[config.mk]
export PLATFORM = sky130hd
export DESIGN_NAME = vrf_bank_mp
export DESIGN_NICKNAME = d
export VERILOG_FILES = /design/src/rtl/vrf_pkg.sv /design/src/rtl/vrf_clr_ctrl.sv /design/src/rtl/vrf_bank_mp.sv
export SDC_FILE = /design/constraint.sdc
export NUM_CORES = 2
export LEC_CHECK = 0
export BUFFER_PORTS_ARGS = -buffer_cell sky130_fd_sc_hd__buf_2
export CAP_MARGIN = 15
export CORE_ASPECT_RATIO = 1.75
export CORE_MARGIN = 2
export CORE_UTILIZATION = 63
export DETAILED_ROUTE_END_ITERATION = 16
export HOLD_SLACK_MARGIN = 0.03
export MAX_ROUTING_LAYER = met4
export PLACE_DENSITY_LB_ADDON = 0.2
export REMOVE_ABC_BUFFERS = 1
export SYNTH_ARGS = -nofsm -noshare
export SYNTH_HDL_FRONTEND = slang
export SYNTH_SLANG_ARGS = --single-unit
[constraint.sdc]
create_clock -name clk -period 3.6 [get_ports clk]
set_clock_uncertainty 0.05 [all_clocks]
set_input_delay 0.72 -clock clk [delete_from_list [all_inputs] [get_ports clk]]
set_output_delay 0.72 -clock clk [all_outputs]
set_load 0.02 [all_outputs]
[src/rtl/vrf_pkg.sv]
// Shared types and default sizing for the vector register file and the
// issue/writeback stages that connect to it.
package vrf_pkg;

  // Clear sequencer states
  typedef enum logic [0:0] {
    VRF_IDLE  = 1'b0,
    VRF_CLEAR = 1'b1
  } vrf_state_t;

  // Default geometry used by the issue and writeback stages
  localparam int VRF_DATA_WIDTH   = 64;
  localparam int VRF_COL_WIDTH    = 8;
  localparam int VRF_ADDR_WIDTH   = 5;
  localparam int VRF_NUM_RD       = 2;
  localparam int VRF_CLEAR_ON_RST = 1;

  // Number of byte-enable columns in one entry
  function automatic int num_cols(input int dataWidth, input int colWidth);
    return dataWidth / colWidth;
  endfunction

endpackage

[src/rtl/vrf_clr_ctrl.sv]
// Clear sequencer: walks every entry once, emitting an all-zero write per
// cycle, and reports busy while the walk is in progress.
module vrf_clr_ctrl
  import vrf_pkg::*;
#(
  parameter int ADDR_WIDTH   = VRF_ADDR_WIDTH,
  parameter int CLEAR_ON_RST = VRF_CLEAR_ON_RST
) (
  input  logic                  clk,
  input  logic                  rst,
  input  logic                  clr_req,
  output logic                  busy,
  output logic                  clr_we,
  output logic [ADDR_WIDTH-1:0] clr_addr
);

  localparam logic [ADDR_WIDTH-1:0] LAST_ADDR = '1;

  vrf_state_t            stateReg;
  logic [ADDR_WIDTH-1:0] cntReg;

  // FSM and address counter; a request arriving mid-clear is ignored
  always_ff @(posedge clk) begin
    if (rst) begin
      cntReg <= '0;
      if (CLEAR_ON_RST != 0) stateReg <= VRF_CLEAR;
      else                   stateReg <= VRF_IDLE;
    end else begin
      case (stateReg)
        VRF_IDLE: begin
          cntReg <= '0;
          if (clr_req) stateReg <= VRF_CLEAR;
        end
        VRF_CLEAR: begin
          cntReg <= cntReg + ADDR_WIDTH'(1);
          if (cntReg == LAST_ADDR) stateReg <= VRF_IDLE;
        end
        default: begin
          cntReg   <= '0;
          stateReg <= VRF_IDLE;
        end
      endcase
    end
  end

  // Outputs decode straight from the state register; no writes during reset
  assign busy     = (stateReg == VRF_CLEAR);
  assign clr_we   = busy & ~rst;
  assign clr_addr = cntReg;

endmodule

[src/rtl/vrf_bank_mp.sv]
// Multi-read-port vector register bank with byte-enabled write, write-first
// bypass on collision and a built-in clear sequencer.
module vrf_bank_mp
  import vrf_pkg::*;
#(
  parameter int DATA_WIDTH   = VRF_DATA_WIDTH,
  parameter int COL_WIDTH    = VRF_COL_WIDTH,
  parameter int ADDR_WIDTH   = VRF_ADDR_WIDTH,
  parameter int NUM_RD       = VRF_NUM_RD,
  parameter int CLEAR_ON_RST = VRF_CLEAR_ON_RST
) (
  input  logic                           clk,
  input  logic                           rst,
  input  logic                           clr_req,
  output logic                           busy,
  input  logic                           wr_en,
  input  logic [ADDR_WIDTH-1:0]          wr_addr,
  input  logic [DATA_WIDTH/COL_WIDTH-1:0] wr_be,
  input  logic [DATA_WIDTH-1:0]          wr_data,
  input  logic [NUM_RD-1:0]              rd_en,
  input  logic [NUM_RD*ADDR_WIDTH-1:0]   rd_addr,
  output logic [NUM_RD*DATA_WIDTH-1:0]   rd_data,
  output logic [NUM_RD-1:0]              rd_valid
);

  localparam int NCOLS = num_cols(DATA_WIDTH, COL_WIDTH);
  localparam int DEPTH = 1 << ADDR_WIDTH;

  logic [DATA_WIDTH-1:0] memArray [DEPTH];

  logic                  clrWe;
  logic [ADDR_WIDTH-1:0] clrAddr;
  logic                  userWe;
  logic                  memWe;
  logic [ADDR_WIDTH-1:0] memAddr;
  logic [NCOLS-1:0]      memBe;
  logic [DATA_WIDTH-1:0] memData;

  vrf_clr_ctrl #(
    .ADDR_WIDTH   (ADDR_WIDTH),
    .CLEAR_ON_RST (CLEAR_ON_RST)
  ) uClrCtrl (
    .clk      (clk),
    .rst      (rst),
    .clr_req  (clr_req),
    .busy     (busy),
    .clr_we   (clrWe),
    .clr_addr (clrAddr)
  );

  // User writes are only honoured when the bank is idle and out of reset
  assign userWe = wr_en & ~busy & ~rst;

  // Clear write takes over the single physical write port while busy
  always_comb begin
    memWe   = userWe;
    memAddr = wr_addr;
    memBe   = wr_be;
    memData = wr_data;
    if (clrWe) begin
      memWe   = 1'b1;
      memAddr = clrAddr;
      memBe   = '1;
      memData = '0;
    end
  end

  // Byte-enabled array write
  always_ff @(posedge clk) begin
    if (memWe) begin
      for (int c = 0; c < NCOLS; c++) begin
        if (memBe[c]) memArray[memAddr][c*COL_WIDTH +: COL_WIDTH] <= memData[c*COL_WIDTH +: COL_WIDTH];
      end
    end
  end

  for (genvar gi = 0; gi < NUM_RD; gi++) begin : gRd
    logic [ADDR_WIDTH-1:0] portAddr;
    logic                  hit;
    logic [DATA_WIDTH-1:0] mergedWord;
    logic [DATA_WIDTH-1:0] rdDataReg;
    logic                  rdValidReg;

    assign portAddr = rd_addr[gi*ADDR_WIDTH +: ADDR_WIDTH];
    assign hit      = userWe && (wr_addr == portAddr);

    // Write-first merge: enabled columns of a colliding write win
    always_comb begin
      mergedWord = memArray[portAddr];
      for (int c = 0; c < NCOLS; c++) begin
        if (hit && wr_be[c]) mergedWord[c*COL_WIDTH +: COL_WIDTH] = wr_data[c*COL_WIDTH +: COL_WIDTH];
      end
    end

    // Registered read; data holds whenever no read is accepted
    always_ff @(posedge clk) begin
      if (rst) begin
        rdDataReg  <= '0;
        rdValidReg <= 1'b0;
      end else if (busy) begin
        rdValidReg <= 1'b0;
      end else begin
        rdValidReg <= rd_en[gi];
        if (rd_en[gi]) rdDataReg <= mergedWord;
      end
    end

    assign rd_data[gi*DATA_WIDTH +: DATA_WIDTH] = rdDataReg;
    assign rd_valid[gi]                         = rdValidReg;
  end

endmodule

==> results.toml <==
[clock_tree]
clock_latency_ns = 0.87
cts_tree = "built"
cts_setup_buffers = 0
cts_hold_buf = 0
clkTransAtPathRegs_ns = 0.07
cts-buffers-inserted = 192
root_buffer = "clkbuf_16"
clock-sinks = 2184
clock_path_buffers = 4
h-tree-depth = 4
cts_resized = 0

[placed_design]
dp_cells = 8664
io_buffer_count = 223
gp_congestion = 1.02
dp_slack_ns = 0.0778
hpwl_um = 242000
place_area_um2 = 109000

[layout]
post-route-util = 0.727
finalInstanceArea_um2 = 116000
drive_gt1_frac = 0.296
area_growth_pct = 15.0
nets = 6895
fill_cells = 9728
stdcell_count = 9039

[synthesis]
synthFlopType = "edfxtp_1"
yosysUniqueCellTypes = 64
yosys-mux-area-fraction = 0.223
synthArstFlopShare = 0
synth_top_cell_by_area = "edfxtp_1"
synth_xor_area_frac = 0.000696
synth_commonest_cells = "2,048 x edfxtp_1, 689 x mux2i_1, 682 x mux4_2, 490 x a22oi_1, 305 x nor2_1"
synth_top_area_frac = 0.611
syn_inst = 6097
ys_seq_area_frac = 0.638
synth-compound-area-share = 0.0707
synth_area_um2 = 101000
synth_fa_ha_area_frac = 0.000249
synth_area_leaders = "edfxtp_1 61%, mux4_2 15%, mux2i_1 6.8%, a22oi_1 3.7%, dfxtp_1 2.7%"
synth-edff-count = 2048
yosysWarnings = 0
synth-simple-area-share = 0.0454
synth_area_per_cell_um2 = 16.5
yosysMostFrequentCell = "edfxtp_1"
synth_top_family_by_area = "multiplexers"
ys_ff_latch = 2184

[detailed_routing]
num_vias = 67442
drc_errors = 0
ant_nets = 0
firstDrtPassIters = 8
wl_um = 346000
viasPerCell = 7.46
drtIter0Drc = 9749
avgRoutedWirePerCell_um = 38.3

[die]
io_pins = 224
placementRows = 194
die_x_um = 306
core_um2 = 159000
initial_core_util = 0.632
die_h_um = 533
die-area_um2 = 163000

[timing]
rsz0062_at_grt = "false"
hold_viol_final = 0
setup_viol = 0
relSlewSlack = 0.237
fin_setup_tns_ns = 0
fin_ws_ns = 0.250
hold_ws_ns = 0.128
min_period_ns = 3.35
finalCritPeriodShare = 0.930
slew_viol_final = 0
tightest_slew_ns = 1.14
max_clock_freq_mhz = 299

[job]
maxCapViolations = 0

[setup_path]
path_cells = "nor2b_1, buf_4, mux2i_4, xnor2_1, or4_4, o2111ai_1, o211ai_2"
worst_ep_arrival_time_ns = 4.00
cp_max_fo = 21
max_stage_delay_ns = 0.86
crit_slowest_cell = "or4_4"
cp-end-kind = "flop"
cp.required_ns = 4.25
crit_type = "reg2reg"
start_kind = "flop"

[pwr]
power.share.switching = 0.237
finalPower_mw = 54.0
intPower_mw = 41.2
p_clk_frac = 0.387
p_seq_frac = 0.519
total_leakage_power_nw = 40.6
pwr-share-comb = 0.095
switchingPower_mw = 12.8
ir_drop_mv = 0.490
power.density_nw_per_um2 = 467

[grt]
grt_pass1_wl_um = 486000
grt_pass1_vias = 68493
grtUsageTotal = 0.438
grt_overflow_total = 0
grt_max_degree = 81
antenna_found_initial = 22

[outcome]
status = "finished, final reports clean"

[worst_hold_path]
min_path_type = "in2reg"
-- final cells by class --
class | count | area [µm²] | area share
sequential | 2184 | 64200 | 0.555
inverter | 64 | 241 | 0.00209
timing repair buffer | 1008 | 8060 | 0.0696
multi-input combinational | 3350 | 34400 | 0.297
clock buffer | 224 | 5130 | 0.0443
tap | 2058 | 2570 | 0.0222
antenna | 32 | 80.1 | 0.000692
clock inverter | 119 | 1100 | 0.00947
-- logic make-up after synthesis --
| family | after synthesis |
|---|---|
| flip-flops | 2184 |
| adder cells (fa/ha/maj) | 2 |
| multiplexers | 1384 |
| XOR/XNOR | 8 |
| AO/OA/AOI/OAI | 955 |
| AND/OR/NAND/NOR | 1001 |
| buffers and inverters | 563 |
-- registers in the layout, summed over array words and instances (netlist names) --
signal,cells
memArray,2048
gRd.rdDataReg,128
uClrCtrl.clr_addr,5
gRd.rdValidReg,2
uClrCtrl.busy,1
-- worst paths after layout --
check | startpoint | slack (ns) | end | cells past startpoint
worst max-delay path | uClrCtrl.busy | 0.25 | gRd[1].rdDataReg[50] | 7
worst min register to register | gRd[0].rdDataReg[31] | 0.42 | gRd[0].rdDataReg[31] | 2
worst max register to register | uClrCtrl.busy | 0.25 | gRd[1].rdDataReg[50] | 7
worst min-delay path | wr_data[16] | 0.13 | gRd[1].rdDataReg[16] | 3
-- worst max-delay path, delay by kind of cell (launching register included) --
family,cells,cell delay [ns]
mux,1,0.27
xor+xnor,1,0.11
flops,1,0.60
buf+inv,1,0.23
compound gates,2,0.87
simple gates,2,1.06
-- placed cells by master (no fill, tap or decap), types with 32 or more instances in the layout --
cell and instances:
edfxtp_1 2048, buf_4 704, mux2i_1 689, mux4_2 682
a22oi_1 490, nor2_1 297, nand2_1 273, buf_2 219
clkbuf_16 200, nand3_1 193, o211ai_1 159, dfxtp_1 136
o22ai_1 127, nand4_1 93, buf_12 81, inv_1 62
clkinv_1 38, clkinv_2 33, diode_2 32
-- per-layer routing --
| layer | wire length [µm] | share of wire | vias up | GRT usage |
|---|---|---|---|---|
| li1 | - | - | 26693 | - |
| met1 | 102000 | 0.30 | 33783 | 0.478 |
| met2 | 164000 | 0.48 | 5373 | 0.680 |
| met3 | 43700 | 0.13 | 1593 | 0.119 |
| met4 | 35200 | 0.10 | 0 | 0.343 |
| met5 | 0 | 0 | - | - |
-- power groups by stage --
stage | clock [mW] | sequential, mW | combinational [mW]
after floorplan | 0 | 28.5 | 2.18
after global placement | 0 | 28.5 | 4.84
after detailed placement | 0 | 28.6 | 4.91
after CTS | 20.9 | 28.0 | 4.94
after global routing | 21.8 | 28.0 | 5.20
final | 20.9 | 28.0 | 5.12
No activity file was read; power rests on OpenSTA's default activity.
